`config.mk`:
```
export PLATFORM = sky130hd
export DESIGN_NAME = seg7_scan_ctrl
export DESIGN_NICKNAME = d
export VERILOG_FILES = /design/src/rtl/seg7_pkg.sv /design/src/rtl/bin2bcd_seq.sv /design/src/rtl/seg7_scan_ctrl.sv
export SDC_FILE = /design/constraint.sdc
export NUM_CORES = 1
export LEC_CHECK = 0
export ABC_AREA = 0
export CORE_ASPECT_RATIO = 1.25
export CORE_MARGIN = 4
export CORE_UTILIZATION = 34
export DETAILED_ROUTE_END_ITERATION = 8
export PLACE_DENSITY = 0.6
export SYNTH_ARGS = -nofsm -noshare
export SYNTH_HDL_FRONTEND = slang
export SYNTH_SLANG_ARGS = --single-unit
```
`constraint.sdc`:
```
create_clock -name clk -period 2.2 [get_ports clk]
set_input_delay 0.44 -clock clk [delete_from_list [all_inputs] [get_ports clk]]
set_output_delay 0.44 -clock clk [all_outputs]
set_load 0.05 [all_outputs]
```
`src/rtl/seg7_pkg.sv`:
```
// Shared constants and helpers for the multiplexed 7-segment controller.
// Segment vectors are active-low and ordered {g,f,e,d,c,b,a}.
package seg7_pkg;

    localparam int DIGIT_W = 4;

    localparam logic [6:0] SEG_BLANK = 7'h7F;
    localparam logic [6:0] SEG_DASH  = 7'b0111111;

    // States of the sequential binary-to-BCD converter.
    typedef enum logic [1:0] {
        CV_IDLE,
        CV_SHIFT,
        CV_CHECK
    } conv_state_t;

    // Standard hex glyphs 0-F, active-low.
    function automatic logic [6:0] hex2seg(input logic [3:0] v);
        logic [6:0] s;
        case (v)
            4'h0: s = 7'b1000000;
            4'h1: s = 7'b1111001;
            4'h2: s = 7'b0100100;
            4'h3: s = 7'b0110000;
            4'h4: s = 7'b0011001;
            4'h5: s = 7'b0010010;
            4'h6: s = 7'b0000010;
            4'h7: s = 7'b1111000;
            4'h8: s = 7'b0000000;
            4'h9: s = 7'b0010000;
            4'hA: s = 7'b0001000;
            4'hB: s = 7'b0000011;
            4'hC: s = 7'b1000110;
            4'hD: s = 7'b0100001;
            4'hE: s = 7'b0000110;
            default: s = 7'b0001110;
        endcase
        return s;
    endfunction

endpackage

```
`src/rtl/bin2bcd_seq.sv`:
```
// Iterative double-dabble converter: W = 4*NUM_DIGITS shift cycles followed
// by one check cycle in which done pulses and bcd/ovf are valid.
// Ports:
//   clk, rst   clock and synchronous active-high reset
//   start      accepted only while idle; captures bin
//   bin        unsigned binary input
//   bcd        NUM_DIGITS packed BCD digits (valid while done=1)
//   ovf        input exceeded 10^NUM_DIGITS-1 (valid while done=1)
//   busy       conversion running (shift or check cycle)
//   done       single-cycle completion pulse
module bin2bcd_seq
    import seg7_pkg::*;
#(
    parameter int NUM_DIGITS = 4
) (
    input  logic                          clk,
    input  logic                          rst,
    input  logic                          start,
    input  logic [DIGIT_W*NUM_DIGITS-1:0] bin,
    output logic [DIGIT_W*NUM_DIGITS-1:0] bcd,
    output logic                          ovf,
    output logic                          busy,
    output logic                          done
);

    localparam int W     = DIGIT_W * NUM_DIGITS;
    localparam int CNT_W = $clog2(W);

    conv_state_t      state_reg, state_next;
    logic [CNT_W-1:0] cnt_reg, cnt_next;
    logic [W-1:0]     shift_reg, shift_next;
    logic [W-1:0]     bcd_reg, bcd_next;
    logic [W-1:0]     bcd_adj;
    logic             lost_reg, lost_next;

    // Add-3 correction on every BCD digit that is 5 or more before shifting.
    generate
        for (genvar gi = 0; gi < NUM_DIGITS; gi++) begin : g_adj
            assign bcd_adj[gi*DIGIT_W +: DIGIT_W] =
                (bcd_reg[gi*DIGIT_W +: DIGIT_W] >= 4'd5) ?
                bcd_reg[gi*DIGIT_W +: DIGIT_W] + 4'd3 :
                bcd_reg[gi*DIGIT_W +: DIGIT_W];
        end
    endgenerate

    always_ff @(posedge clk) begin
        if (rst) begin
            state_reg <= CV_IDLE;
            cnt_reg   <= '0;
            shift_reg <= '0;
            bcd_reg   <= '0;
            lost_reg  <= 1'b0;
        end else begin
            state_reg <= state_next;
            cnt_reg   <= cnt_next;
            shift_reg <= shift_next;
            bcd_reg   <= bcd_next;
            lost_reg  <= lost_next;
        end
    end

    always_comb begin
        state_next = state_reg;
        cnt_next   = cnt_reg;
        shift_next = shift_reg;
        bcd_next   = bcd_reg;
        lost_next  = lost_reg;
        case (state_reg)
            CV_IDLE: begin
                if (start) begin
                    state_next = CV_SHIFT;
                    cnt_next   = '0;
                    shift_next = bin;
                    bcd_next   = '0;
                    lost_next  = 1'b0;
                end
            end
            CV_SHIFT: begin
                // A 1 pushed out of the top digit means the value needs
                // more digits than the display has; the flag is sticky.
                {bcd_next, shift_next} = {bcd_adj[W-2:0], shift_reg, 1'b0};
                lost_next = lost_reg | bcd_adj[W-1];
                cnt_next  = cnt_reg + 1'b1;
                if (cnt_reg == CNT_W'(W - 1)) begin
                    state_next = CV_CHECK;
                end
            end
            default: begin
                state_next = CV_IDLE;
            end
        endcase
    end

    assign bcd  = bcd_reg;
    assign ovf  = lost_reg;
    assign busy = (state_reg != CV_IDLE);
    assign done = (state_reg == CV_CHECK);

endmodule

```
`src/rtl/seg7_scan_ctrl.sv`:
```
// Multiplexed common-anode 7-segment display controller.
// Holds a display buffer plus blank/dp/blink masks, scans one digit per slot
// with a blank gap at the start of each slot, and supports hex or decimal
// (binary-to-BCD) loading with atomic buffer updates.
// Ports:
//   clk, rst     clock and synchronous active-high reset
//   load         capture request, ignored while busy
//   data_in      hex nibbles or unsigned binary value (mode_dec)
//   mode_dec     1 = decimal conversion, 0 = hex nibbles
//   lz_suppress  blank leading zeros
//   blank_mask   digits permanently off
//   dp_mask      digits with decimal point lit
//   blink_mask   digits that blink
//   busy         decimal conversion in progress
//   ovf          last decimal load did not fit
//   seg, an, dp  registered active-low display pins
module seg7_scan_ctrl
    import seg7_pkg::*;
#(
    parameter int NUM_DIGITS   = 4,
    parameter int DIGIT_CYCLES = 262144,
    parameter int BLANK_CYCLES = 1024,
    parameter int BLINK_FRAMES = 32
) (
    input  logic                          clk,
    input  logic                          rst,
    input  logic                          load,
    input  logic [DIGIT_W*NUM_DIGITS-1:0] data_in,
    input  logic                          mode_dec,
    input  logic                          lz_suppress,
    input  logic [NUM_DIGITS-1:0]         blank_mask,
    input  logic [NUM_DIGITS-1:0]         dp_mask,
    input  logic [NUM_DIGITS-1:0]         blink_mask,
    output logic                          busy,
    output logic                          ovf,
    output logic [6:0]                    seg,
    output logic [NUM_DIGITS-1:0]         an,
    output logic                          dp
);

    localparam int W      = DIGIT_W * NUM_DIGITS;
    localparam int SLOT_W = (DIGIT_CYCLES > 1) ? $clog2(DIGIT_CYCLES) : 1;
    localparam int IDX_W  = (NUM_DIGITS > 1)   ? $clog2(NUM_DIGITS)   : 1;
    localparam int FRM_W  = (BLINK_FRAMES > 1) ? $clog2(BLINK_FRAMES) : 1;

    localparam logic [SLOT_W-1:0] SLOT_LAST  = SLOT_W'(DIGIT_CYCLES - 1);
    localparam logic [SLOT_W-1:0] SLOT_BLANK = SLOT_W'(BLANK_CYCLES);
    localparam logic [IDX_W-1:0]  IDX_LAST   = IDX_W'(NUM_DIGITS - 1);
    localparam logic [FRM_W-1:0]  FRM_LAST   = FRM_W'(BLINK_FRAMES - 1);

    // Displayed state
    logic [W-1:0]            buf_reg;
    logic [NUM_DIGITS-1:0]   blank_reg, dp_mask_reg, blink_reg;
    logic                    lz_reg, ovf_reg;
    // Masks captured with a decimal load, applied when conversion completes
    logic [NUM_DIGITS-1:0]   pend_blank_reg, pend_dp_reg, pend_blink_reg;
    logic                    pend_lz_reg;

    // Scan state
    logic [SLOT_W-1:0]       slot_reg, slot_next;
    logic [IDX_W-1:0]        idx_reg, idx_next;
    logic [FRM_W-1:0]        frame_reg, frame_next;
    logic                    phase_reg, phase_next;

    // Output registers
    logic [6:0]              seg_reg, seg_next;
    logic [NUM_DIGITS-1:0]   an_reg, an_next;
    logic                    dp_reg, dp_next;

    logic                    accept;
    logic                    conv_busy, conv_done, conv_ovf;
    logic [W-1:0]            conv_bcd;
    logic [3:0]              digit [NUM_DIGITS];
    logic [NUM_DIGITS-1:0]   lz_off_vec;
    logic                    digit_off;
    logic                    above_zero;

    assign accept = load & ~conv_busy;

    bin2bcd_seq #(
        .NUM_DIGITS (NUM_DIGITS)
    ) u_bin2bcd (
        .clk   (clk),
        .rst   (rst),
        .start (accept & mode_dec),
        .bin   (data_in),
        .bcd   (conv_bcd),
        .ovf   (conv_ovf),
        .busy  (conv_busy),
        .done  (conv_done)
    );

    // Buffer/mask update. A completing conversion and an accepted load can
    // never coincide because done only occurs while busy is high.
    always_ff @(posedge clk) begin
        if (rst) begin
            buf_reg        <= '0;
            blank_reg      <= '0;
            dp_mask_reg    <= '0;
            blink_reg      <= '0;
            lz_reg         <= 1'b0;
            ovf_reg        <= 1'b0;
            pend_blank_reg <= '0;
            pend_dp_reg    <= '0;
            pend_blink_reg <= '0;
            pend_lz_reg    <= 1'b0;
        end else begin
            if (accept && mode_dec) begin
                pend_blank_reg <= blank_mask;
                pend_dp_reg    <= dp_mask;
                pend_blink_reg <= blink_mask;
                pend_lz_reg    <= lz_suppress;
            end
            if (accept && !mode_dec) begin
                buf_reg     <= data_in;
                blank_reg   <= blank_mask;
                dp_mask_reg <= dp_mask;
                blink_reg   <= blink_mask;
                lz_reg      <= lz_suppress;
                ovf_reg     <= 1'b0;
            end else if (conv_done) begin
                buf_reg     <= conv_bcd;
                blank_reg   <= pend_blank_reg;
                dp_mask_reg <= pend_dp_reg;
                blink_reg   <= pend_blink_reg;
                lz_reg      <= pend_lz_reg;
                ovf_reg     <= conv_ovf;
            end
        end
    end

    generate
        for (genvar gi = 0; gi < NUM_DIGITS; gi++) begin : g_digit
            assign digit[gi] = buf_reg[gi*DIGIT_W +: DIGIT_W];
        end
    endgenerate

    // lz_off_vec[i] is set when digit i and every digit above it are zero;
    // digit 0 is never suppressed.
    always_comb begin
        lz_off_vec = '0;
        above_zero = 1'b1;
        for (int i = NUM_DIGITS - 1; i >= 1; i--) begin
            above_zero    = above_zero & (buf_reg[i*DIGIT_W +: DIGIT_W] == 4'd0);
            lz_off_vec[i] = above_zero;
        end
    end

    // Slot / digit / frame / blink-phase counters
    always_comb begin
        slot_next  = slot_reg + 1'b1;
        idx_next   = idx_reg;
        frame_next = frame_reg;
        phase_next = phase_reg;
        if (slot_reg == SLOT_LAST) begin
            slot_next = '0;
            if (idx_reg == IDX_LAST) begin
                idx_next = '0;
                if (frame_reg == FRM_LAST) begin
                    frame_next = '0;
                    phase_next = ~phase_reg;
                end else begin
                    frame_next = frame_reg + 1'b1;
                end
            end else begin
                idx_next = idx_reg + 1'b1;
            end
        end
    end

    // Blank gap dominates; then blank mask, blink, leading-zero suppression.
    assign digit_off = blank_reg[idx_reg]
                     | (phase_reg & blink_reg[idx_reg])
                     | (lz_reg & ~ovf_reg & lz_off_vec[idx_reg]);

    always_comb begin
        seg_next = SEG_BLANK;
        an_next  = '1;
        dp_next  = 1'b1;
        if ((slot_reg >= SLOT_BLANK) && !digit_off) begin
            seg_next         = ovf_reg ? SEG_DASH : hex2seg(digit[idx_reg]);
            an_next[idx_reg] = 1'b0;
            dp_next          = ~dp_mask_reg[idx_reg];
        end
    end

    always_ff @(posedge clk) begin
        if (rst) begin
            slot_reg  <= '0;
            idx_reg   <= '0;
            frame_reg <= '0;
            phase_reg <= 1'b0;
            seg_reg   <= SEG_BLANK;
            an_reg    <= '1;
            dp_reg    <= 1'b1;
        end else begin
            slot_reg  <= slot_next;
            idx_reg   <= idx_next;
            frame_reg <= frame_next;
            phase_reg <= phase_next;
            seg_reg   <= seg_next;
            an_reg    <= an_next;
            dp_reg    <= dp_next;
        end
    end

    assign seg  = seg_reg;
    assign an   = an_reg;
    assign dp   = dp_reg;
    assign busy = conv_busy;
    assign ovf  = ovf_reg;

endmodule

```
; Word-level counts from Yosys, hierarchy flattened
; Memories as Yosys holds them, arrays and structs flattened.
; Index checks and enable logic that the tools add are counted.
[totals]
inputBits = 33
elab_cells = 127
register_bits = 120
out_inout_bits = 14
rom_bits = 112
memories = 1
[classes]
mux = 41
reduce_logical = 21
n_lt_le_gt_ge = 8
addsub = 8
n_bitwise = 17
eq_ne = 8
[mem_list]
columns = name, depth, word_bits, read_ports, rd_clocked_by_memory_dff, wr, line
row1 = (no name shown), 16, 7, 1, 0, 0, seg7_pkg.sv:20  ; case (v)
[op_table]
columns = op, n
row1 = two-way mux 16 bit, 4
row2 = case mux 16 bit (2 select lines), 2
row3 = two-way mux 4 bit, 13
row4 = adder 18 x 1 -> 18 bit (second input constant), 1
row5 = equality test 18 bit (second input constant), 1
row6 = >= comparator 18 x 11 -> 1 bit (second input constant), 1
row7 = adder 4 x 2 -> 4 bit (second input constant), 4
row8 = >= comparator 4 x 3 -> 1 bit (second input constant), 4
row9 = logical NOT 4 bit, 3
row10 = binary-select mux 1 bit (select 2 bit), 4
row11 = binary-select mux 4 bit (select 2 bit), 1
row12 = two-way mux 1 bit, 8
row13 = case mux 4 bit (2 select lines), 1
row14 = bitwise AND 1 bit, 7
row15 = two-way mux 7 bit, 1
row16 = two-way mux 2 bit, 3
row17 = AND reduction 2 bit, 3
row18 = nonzero test 2 bit, 3
row19 = OR reduction 2 bit, 3
row20 = adder 5 x 1 -> 5 bit (second input constant), 1
row21 = equality test 5 bit (second input constant), 1
row22 = two-way mux 5 bit, 1
row23 = NOT 1 bit, 5
row24 = adder 4 x 1 -> 4 bit (second input constant), 1
row25 = 19 further kinds, 27

; Depth between registers and ports, before layout
; Gate-level depths: netlist (run 1).
[logic_depth]
ltp_word = 11
mapped_depth = 8
mapped_depth_nobuf = 7

; Cells and area by module
; A second synthesis (run 1) with hierarchy kept.
[unflattened]
cells_unflattened = 649
hier_area_um2 = 5851.9
[modules_own_cells]
columns = module, seq_area_each_um2, cells_each, area_each_um2, instances
row1 = seg7_scan_ctrl, 1621.6, 402, 3724.8, 1
row2 = bin2bcd_seq, 780.7, 247, 2127.0, 1

; Least setup slack after synthesis (run 1)
; No wires, ideal clock.
[synth_timing]
kind = flip-flop to flip-flop
start = reg idx_reg[0]
end = reg seg_reg[6], in the netlist seg[6]
setup_slack_ns = 0.203
path_buffers = 1
period_less_slack_ns = 1.997
setup_ns = 0.122
path_stages_with_launch = 8
required_time_ns = 2.078
arrival_time_ns = 1.876
path_cell_list = dfxtp_1 -> buf_6 -> mux4_2 -> ha_1 -> nand2b_1 -> mux2_2 -> nand3_1 -> nand3_1
[synth_between]
elab_chain_cells = 9
elab_cells_between_ends = 20
classes_between = mux: 10 / bitwise: 6 / reduce/logical: 3 / memory: 1
[synth_lines]
columns = item, line
row1 = from (decl), seg7_scan_ctrl.sv:61  ; logic [IDX_W-1:0] idx_reg, idx_next;
row2 = from (signal assigned), seg7_scan_ctrl.sv:198  ; idx_reg <= idx_next;
row3 = "parallel branches: the longest is 9 deep, another holds memory read (16 x 7 bit)", --
row4 = to (signal assigned), seg7_scan_ctrl.sv:201  ; seg_reg <= seg_next;
row5 = to (decl), seg7_scan_ctrl.sv:66  ; logic [6:0] seg_reg, seg_next;
; Several ways; the timed one is not identified. The select of a mux whose other input is x is not followed.
; A chain may end at the register's enable or synchronous reset.

; Worst setup path after layout (run 1)
[layout_timing]
start = reg ovf_reg, in the netlist ovf
end = out ovf
[layout_lines]
columns = item, line
row1 = from (decl), seg7_scan_ctrl.sv:54  ; logic lz_reg, ovf_reg;
row2 = from (signal assigned), seg7_scan_ctrl.sv:127  ; ovf_reg <= conv_ovf;
row3 = to (decl), seg7_scan_ctrl.sv:35  ; output logic ovf,
; No word-level cell between the ends.

==> results.md, run 1 <==
- The flow ran to the end, and the final reports show no timing, DRC or antenna violations.
- The synthesized design contains 0 enable-type register cells.
- The clock-pin slew on the worst setup and hold paths is 0.06 ns.
- The number of sinks driven by the clock tree is 120.
- The setup violation total in the final timing report is 0.
- The worst hold slack after final layout is 0.4536 ns.
- Walking the worst path, the cells encountered are clkdlybuf4s50_1.
- The flip-flop and latch count after synthesis is 120.
- The fraction of the yosys area taken by sequential cells is 43.18%.
- sky130_fd_sc_hd__dfxtp_1 takes more of the synthesized area than any other cell.
- The number of different library cells used by synthesis comes to 52.
- The hold-fix buffer count after cts is 0.
- Among all flip-flop cells after synthesis, the most frequent one is sky130_fd_sc_hd__dfxtp_1.
- The minimum clock period is 2.102 ns.
- The critical path class is reg -> out.
- Leaving out fill and tap cells, the most frequent cell in the layout is sky130_fd_sc_hd__dfxtp_1.
- In this run the standard cell core region covers 16140 µm².
- The number of clock buffers inserted by TritonCTS is 17.
- The worst clock skew is 0.007876 ns.
- The path class of the tightest hold or removal check is reg -> reg.
- The maximum number of pins on one net before global-route repair is 60.
- Relative to the synthesized area, the layout overhead comes to 24.78%.
- The largest fanout on the critical path is 3.
- Summed over all cells, the static leakage comes to 2.680 nW.
- The highest ir drop seen on vdd is 596.4 µV.
- The H-tree depth reported by CTS is 4.
- STA classifies the critical path startpoint as a flop.
- The post-route clock period utilization is 95.56%.
- The die covers 18490 µm².
- For this configuration, the core starts out at a cell density of 34.48%.
- The number of buffers on the longest clock path is 2.
- Dividing the detail-routed wire length by the instance count gives 14.69 µm.
- 0 antenna diodes ended up in the layout.
- From bottom edge to top edge, the die measures 151.0 µm.
- The synthesized area divided by synthesized cell count is 8.735 µm².
- Dividing the detail-routed via count by the number of cells gives 5.162.
- The number of DRC markers after the initial detailed-route iteration is 394.
- The final number of hold-violating endpoints was 0.
- The first TritonRoute pass finished after 5 iterations.
- Registers take 2404 µm².
- The nature of the critical path endpoint is a primary output.
- Routability-driven placement finished with a final weighted congestion of 0.8703.
- In this run the count of I/O pins placed on the die edge is 47.
- For this run, design rule violations remaining after detail routing come to 0.
- The number of max-cap violations is 0.
- The cell family contributing the most delay on the critical path is buffers and inverters.
- The critical path's largest stage delay is 0.85 ns.
- The power density relative to cell area is 818.2 nW/µm².
- The non-filler instance count after layout is 912.
- The async set-or-reset flop fraction in the synthesized netlist is 0%.
- During synthesis, Yosys emitted a total of 0 warnings.
- For the worst setup path, the data arrival time is 1.66 ns.
- The HPWL reported at the end of detailed placement is 9.465 mm.
- The endpoint required time on the critical path is 1.76 ns.
- In the global route stage, overall resource usage came out at 14.99%.
- Static timing analysis puts the maximum clock frequency at 475.7 MHz.
- After filler insertion, the fill cell instance count of the layout stands at 1603.
- The later pin in the worst-skew pair is clocked with a latency of 0.41 ns.
- Clock tree synthesis selected as its root buffer the cell sky130_fd_sc_hd__clkbuf_16.
- Port buffering added 46 buffers.
- The initial antenna violation count is 0.
- After global routing the overflow that remains totals 0.
- In the layout the commonest cells are 119 x sky130_fd_sc_hd__dfxtp_1, 90 x sky130_fd_sc_hd__nand2_1, 86 x sky130_fd_sc_hd__nor2_1.
- TritonCTS built the clock tree.
- The cell total after placement is 878.
- For the pin with the worst max-slew slack, the measured transition is 0.6536 ns.
- Summed over its instances, the top area cell type makes up 43.18% of the synthesized netlist area.
- The net count of the mapped netlist is 693.
- The count of nets left with antenna violations once routing finished came out at 0.
- The post-synthesis instance total is 637.
- The first global-routing pass estimated 22.27 mm of wire.
- After synthesis, the cell types taking the most area are sky130_fd_sc_hd__dfxtp_1 43%, sky130_fd_sc_hd__nand2_1 6.1%, sky130_fd_sc_hd__nor2_1 5.8%.
- In the final design database the tool counted 739 nets.
- The horizontal die dimension is 122.4 µm.
- Wires add up to 13.40 mm.
- Of the cells placed in the final design, the portion with a size suffix greater than 1 is 10.78%.
- The end-of-flow core utilization is 43.03%.
- The flip-flop count of the largest register after layout is 18.
- The post-synth design cell area is 5564 µm².
- The number of standard-cell rows in the floorplan is 52.
- The multi-input combinational cells in the finished layout cover a total of 2925 µm².
- On the critical path, the stage with the largest delay is an instance of sky130_fd_sc_hd__clkdlybuf4s50_1.
- The number of pins exceeding their max-slew limit in the final report is 0.
- The count of buffering cells on the critical path with inverters included is 1.
- The number of global-route vias before repair is 4635.
- The total via count in the routed design is 4708.
- The relative max-transition margin is 56.03%.
final cells by class:
class | count | area share (%)
Clock buffer | 20 | 6.578
Clock inverter | 12 | 2.505
Inverter | 19 | 1.027
Multi-Input combinational cell | 459 | 42.13
Sequential cell | 120 | 34.62
Tap cell | 216 | 3.893
Timing Repair Buffer | 66 | 9.245
path summary, 6_finish.rpt:
check | start | end | slack (ns) | cells past startpoint
setup / recovery | ovf | ovf | 0.1 | 1
hold / removal | pend_dp_reg[2] | pend_dp_reg[2] | 0.45 | 2
setup reg to reg | slot_reg[0] | frame_reg[2] | 0.15 | 7
hold reg to reg | pend_dp_reg[2] | pend_dp_reg[2] | 0.45 | 2
tightest hold or removal path, stage by stage, from the launching register on:
cell and delay [ns]:
sky130_fd_sc_hd__dfxtp_1 0.31, sky130_fd_sc_hd__nand2_1 0.05, sky130_fd_sc_hd__a21oi_1 0.05
cells by family (layout without fill, tap and decap cells):
family | Yosys count | count (layout) | synth area share [%]
AOI/OAI and AO/OA | 126 | 126 | 14.95
xor gates and xnor gates | 22 | 22 | 3.463
adders and majority gates | 23 | 23 | 5.172
buffers and inverters | 58 | 117 | 4.295
DFF | 120 | 120 | 43.18
muxes | 36 | 36 | 8.118
and+or+nand+nor | 252 | 252 | 20.82
repair_timing:
item | 4_1_cts | 5_1_grt
endpoints found under the setup margin | 1 | 11
resized for setup | 1 | 1
pin swaps | 0 | 1
setup buffers | 0 | 2
through the flow:
stage / worst slack (ns) / total power [mW] / cell area [µm²] / setup TNS, ns
3_5_place_dp: 0.07856 / 2.785 / 6297 / 0
3_3_place_gp: 0.1306 / 2.771 / 6297 / 0
5_1_grt: -0.01013 / 5.892 / 6943 / -0.01433
2_1_floorplan: 0.2029 / 2.611 / 5564 / 0
4_1_cts: 0.07055 / 5.720 / 6927 / 0
6_report: 0.09765 / 5.680 / 6943 / 0
layer usage:
| metal | global-route usage (%) | vias up | wire (µm) |
|---|---|---|---|
| met4 | 4.090 | 0 | 144 |
| li1 | - | 2327 | - |
| met5 | 0 | - | 0 |
| met1 | 19.20 | 2265 | 6011 |
| met3 | 3.623 | 16 | 610 |
| met2 | 25.20 | 100 | 6629 |
power by group:
group	internal (mW)	leakage, nW	total, mW	switching (mW)
Sequential	2.26	0.978	2.32	0.0606
Combinational	0.187	1.40	0.422	0.235
Clock	1.95	0.298	2.94	0.990
cell usage after synthesis (all sizes together) (2+ instances only):
| library cell | count |
|---|---|
| dfxtp | 120 |
| nand2 | 90 |
| nor2 | 86 |
| a21oi | 39 |
| a211oi | 30 |
| mux2i | 26 |
| clkbuf | 25 |
| ha | 23 |
| nand3 | 22 |
| o21ai | 22 |
| inv | 18 |
| a311oi | 15 |
| buf | 14 |
| xnor2 | 12 |
| nor3 | 11 |
| nand2b | 10 |
| xor2 | 10 |
| mux4 | 7 |
| a22o | 6 |
| and3 | 6 |
| nor4 | 6 |
| nand4 | 5 |
| and4 | 3 |
| mux2 | 3 |
| o2111ai | 3 |
| o31ai | 3 |
| or2 | 3 |
| nand3b | 2 |
| nor3b | 2 |
Note: power is estimated with default switching activity, not from simulation.
==> inputs of run 2 (changes only) <==
--- a/config.mk
+++ b/config.mk
@@ -7,10 +7,9 @@
 export LEC_CHECK = 0
 export ABC_AREA = 0
 export CORE_ASPECT_RATIO = 1.25
-export CORE_MARGIN = 4
+export CORE_MARGIN = 5
 export CORE_UTILIZATION = 34
 export DETAILED_ROUTE_END_ITERATION = 8
-export PLACE_DENSITY = 0.6
 export SYNTH_ARGS = -nofsm -noshare
 export SYNTH_HDL_FRONTEND = slang
 export SYNTH_SLANG_ARGS = --single-unit
==> results.md, run 2 (same netlist as run 1, synthesis figures left out) <==
- The hold-fix buffer count after cts was 0 (unchanged).
- The worst setup path is captured at a primary output.
- The power density relative to cell area came to 787.2 nW/µm² (-3.8%).
- The standby leakage power was 2.666 nW (-0.53%).
- The flow ran to the end, and the final reports show no timing, DRC or antenna violations.
- The worst hold-check path type is in -> reg.
- The number of vias per cell is 5.042 (-2.3%).
- The combinational share of power was 7.7% (+0.3 points).
- The number of inserted diodes is 0 (unchanged).
- The depth of the worst register-to-register path is 6 (-1).
- Traced cell by cell, the critical path runs through clkdlybuf4s50_1.
- The count of buffering cells on the critical path with inverters included is 1 (unchanged).
- The achievable frequency was 483.3 MHz (+1.6%).
- The die footprint is 19040 µm² (+3.0%).
- The growth of design area from synthesis to finish is 23.90%.
- The total routing resource utilization after global routing is 14.15% (-0.84 points).
- The internal power of the cells is 4.191 mW (-4.6%).
- The cell family contributing the most delay on the critical path is buffers and inverters.
- The first-pass GRT wire length is 22.21 mm (-0.25%).
- The wire length per cell after detailed routing is 14.50 µm (-1.3%).
- The minimum clock period is 2.069 ns (-0.03323 ns).
- The proportion of power drawn by flip-flops and latches was 42.8% (+2.0 points).
- The HPWL reported at the end of detailed placement is 9.442 mm (-0.24%).
- The worst register-to-register path ends at frame_reg[2].
- In this run the worst setup path terminates at ovf.
- The share of post-route cells with drive strength above 1 is 10.50% (-0.27 points).
- The cell total after placement is 878 (unchanged).
- The highest ir drop seen on vdd came to 795.0 µV (+33%).
- The number of buffers on the longest clock path was 2 (unchanged).
- The setup TNS was 0 ns (unchanged).
- Setup repair after global routing left no endpoint under its margin.
- The worst clock skew was 0.009713 ns (+0.001836 ns).
- The worst setup path is launched from a flop.
- The insertion delay of the later-clocked pin in the worst-skew pair is 0.41 ns (about the same).
- The setup violation total in the final timing report is 0 (unchanged).
- The number of clock buffers inserted by TritonCTS is 17 (unchanged).
- TritonCTS built the clock tree.
- Leaving out fill and tap cells, the most frequent cells in the layout are 118 x sky130_fd_sc_hd__dfxtp_1, 90 x sky130_fd_sc_hd__nand2_1, 86 x sky130_fd_sc_hd__nor2_1.
- The maximum number of pins on one net before global-route repair is 60 (unchanged).
- The number of DRC markers after the initial detailed-route iteration was 297 (-25%).
- The DRC violation count after routing is 0 (unchanged).
- The tree is rooted in a sky130_fd_sc_hd__clkbuf_16.
- The number of top-level pins is 47 (unchanged).
- The non-filler instance count after layout was 911 (-0.11%).
- The transition time at the pin with the least slew margin is 0.6263 ns (-0.02731 ns).
- The last weighted congestion value of the routability-driven placer came to 0.9044 (+3.9%).
- The number of nets with antenna violations after routing is 0 (unchanged).
- The post-route worst setup slack was 0.1309 ns (+0.03323 ns).
- The starting density of the core came to 34.48% (unchanged).
- The number of standard-cell rows in the floorplan was 52 (unchanged).
- The number of sinks driven by the clock tree was 120 (unchanged).
- The flip-flop count of the largest register after layout is 18 (unchanged).
- The slowest stage of the critical path belongs to the cell sky130_fd_sc_hd__clkdlybuf4s50_1.
- The startpoint of the most critical setup path is ovf.
- The worst hold slack after final layout is 0.4547 ns (+0.001080 ns).
- The total via count in the routed design is 4593 (-2.4%).
- The data arrival time of the worst path is 1.63 ns (-0.03 ns).
- The H-tree depth reported by CTS is 4 (unchanged).
- The overall overflow remaining after global route came to 0 (unchanged).
- The library cell used most frequently in the layout, excluding fill and tap cells, is sky130_fd_sc_hd__dfxtp_1.
- The initial antenna violation count was 0 (unchanged).
- The clock-pin slew on the worst setup and hold paths was 0.05 ns (about the same).
- The die height is 153.0 µm (+1.3%).
- The total non-filler cell area in the finished layout is 6894 µm² (-0.70%).
- The number of max-cap violations is 0 (unchanged).
- The core region area was 16140 µm² (unchanged).
- The reg-to-reg setup timing slack is 0.17 ns (+0.02 ns).
- The cell area after placement is 6310 µm² (+0.20%).
- The switching part of the total came to 22.78% (+0.14 points).
- The number of global-route vias before repair is 4624 (-0.24%).
- The horizontal die dimension is 124.4 µm (+1.6%).
- The first-pass detailed-route iteration total is 4 (-1).
- The post-placement setup slack is 0.09168 ns (+0.01312 ns).
- The critical path is of the reg -> out type.
- The relative max-transition margin is 57.86% (+1.8 points).
- The clock share of power came to 49.5% (-2.2 points).
- The total power is 5.427 mW (-4.5%).
- The cell depth of the worst setup path is 1 (unchanged).
- In this run the critical register-to-register path is launched from slot_reg[1].
- The final number of hold-violating endpoints is 0 (unchanged).
- The total wirelength of the detailed-routed design was 13.21 mm (-1.4%).
- The largest fanout on the critical path is 3 (unchanged).
- The number of pins exceeding their max-slew limit in the final report is 0 (unchanged).
- The net switching power figure is 1.236 mW (-3.9%).
- The post-route clock period utilization was 94.05% (-1.5 points).
- The number of port buffers is 46 (unchanged).
- The net count of the finished layout is 738 (-0.14%).
- The critical path's largest stage delay is 0.85 ns (about the same).
- The end-of-flow core utilization is 42.73% (-0.30 points).
- The endpoint required time on the critical path is 1.76 ns (about the same).
run 2: changes by cell type in the layout (fill, tap and decap cells not counted), sizes merged:
cell / before / now
buf: 21 / 20
bufinv: 4 / 2
clkinvlp: 4 / 1
clkbuf: 20 / 23
clkinv: 5 / 7
run 2: routing by layer:
layer	routed length, µm	share of wire, %	GRT usage, %	up-vias
li1	-	-	-	2331
met1	5998	45	17.20	2178
met2	6562	50	23.94	72
met3	508	3.8	3.944	12
met4	137	1.0	5.117	0
met5	0	0	0	-
run 2: layout make-up:
cell class	count	area (µm²)
sequential	120	2405
tap	216	270.3
fill	1632	9241
inverter	19	71.32
multi-input combinational	459	2925
clock buffer	23	478.0
timing repair buffer	65	646.9
clock inverter	9	97.59
run 2: power by group through the flow:
stage               Sequential (mW)  Combinational (mW)  Clock, mW
finish                         2.32               0.418       2.69
global route                   2.33               0.461       2.85
CTS                            2.32               0.419       2.74
detailed placement             2.37               0.417          0
global placement               2.37               0.407          0
floorplan                      2.34               0.270          0
run 2: worst reg2reg max path, stage by stage, from the launching register on:
cell and delay, ns:
sky130_fd_sc_hd__dfxtp_1 0.39, sky130_fd_sc_hd__ha_1 0.22, sky130_fd_sc_hd__nand2_1 0.12, sky130_fd_sc_hd__nor4_4 0.42, sky130_fd_sc_hd__nand3_4 0.17, sky130_fd_sc_hd__or4b_1 0.50
sky130_fd_sc_hd__a21oi_1 0.15
run 2: worst min-delay path by stage:
stage                                  from                   end  slack (ns)  cells past startpoint
after floorplan           pend_blank_reg[0]     pend_blank_reg[0]        0.44                      2
after global placement       pend_dp_reg[2]        pend_dp_reg[2]        0.44                      2
after detailed placement  pend_blink_reg[3]     pend_blink_reg[3]        0.45                      2
after CTS                               rst                   ovf        0.43                      2
after global routing                    rst  u_bin2bcd.cnt_reg[0]        0.44                      2
final                                   rst         u_bin2bcd.ovf        0.45                      2
run 2: what timing repair did:
action / CTS / global route
buffers inserted: 0 / 1
pin swaps: 0 / 1
setup endpoints to repair: 1 / 7
gates resized for setup: 1 / 2
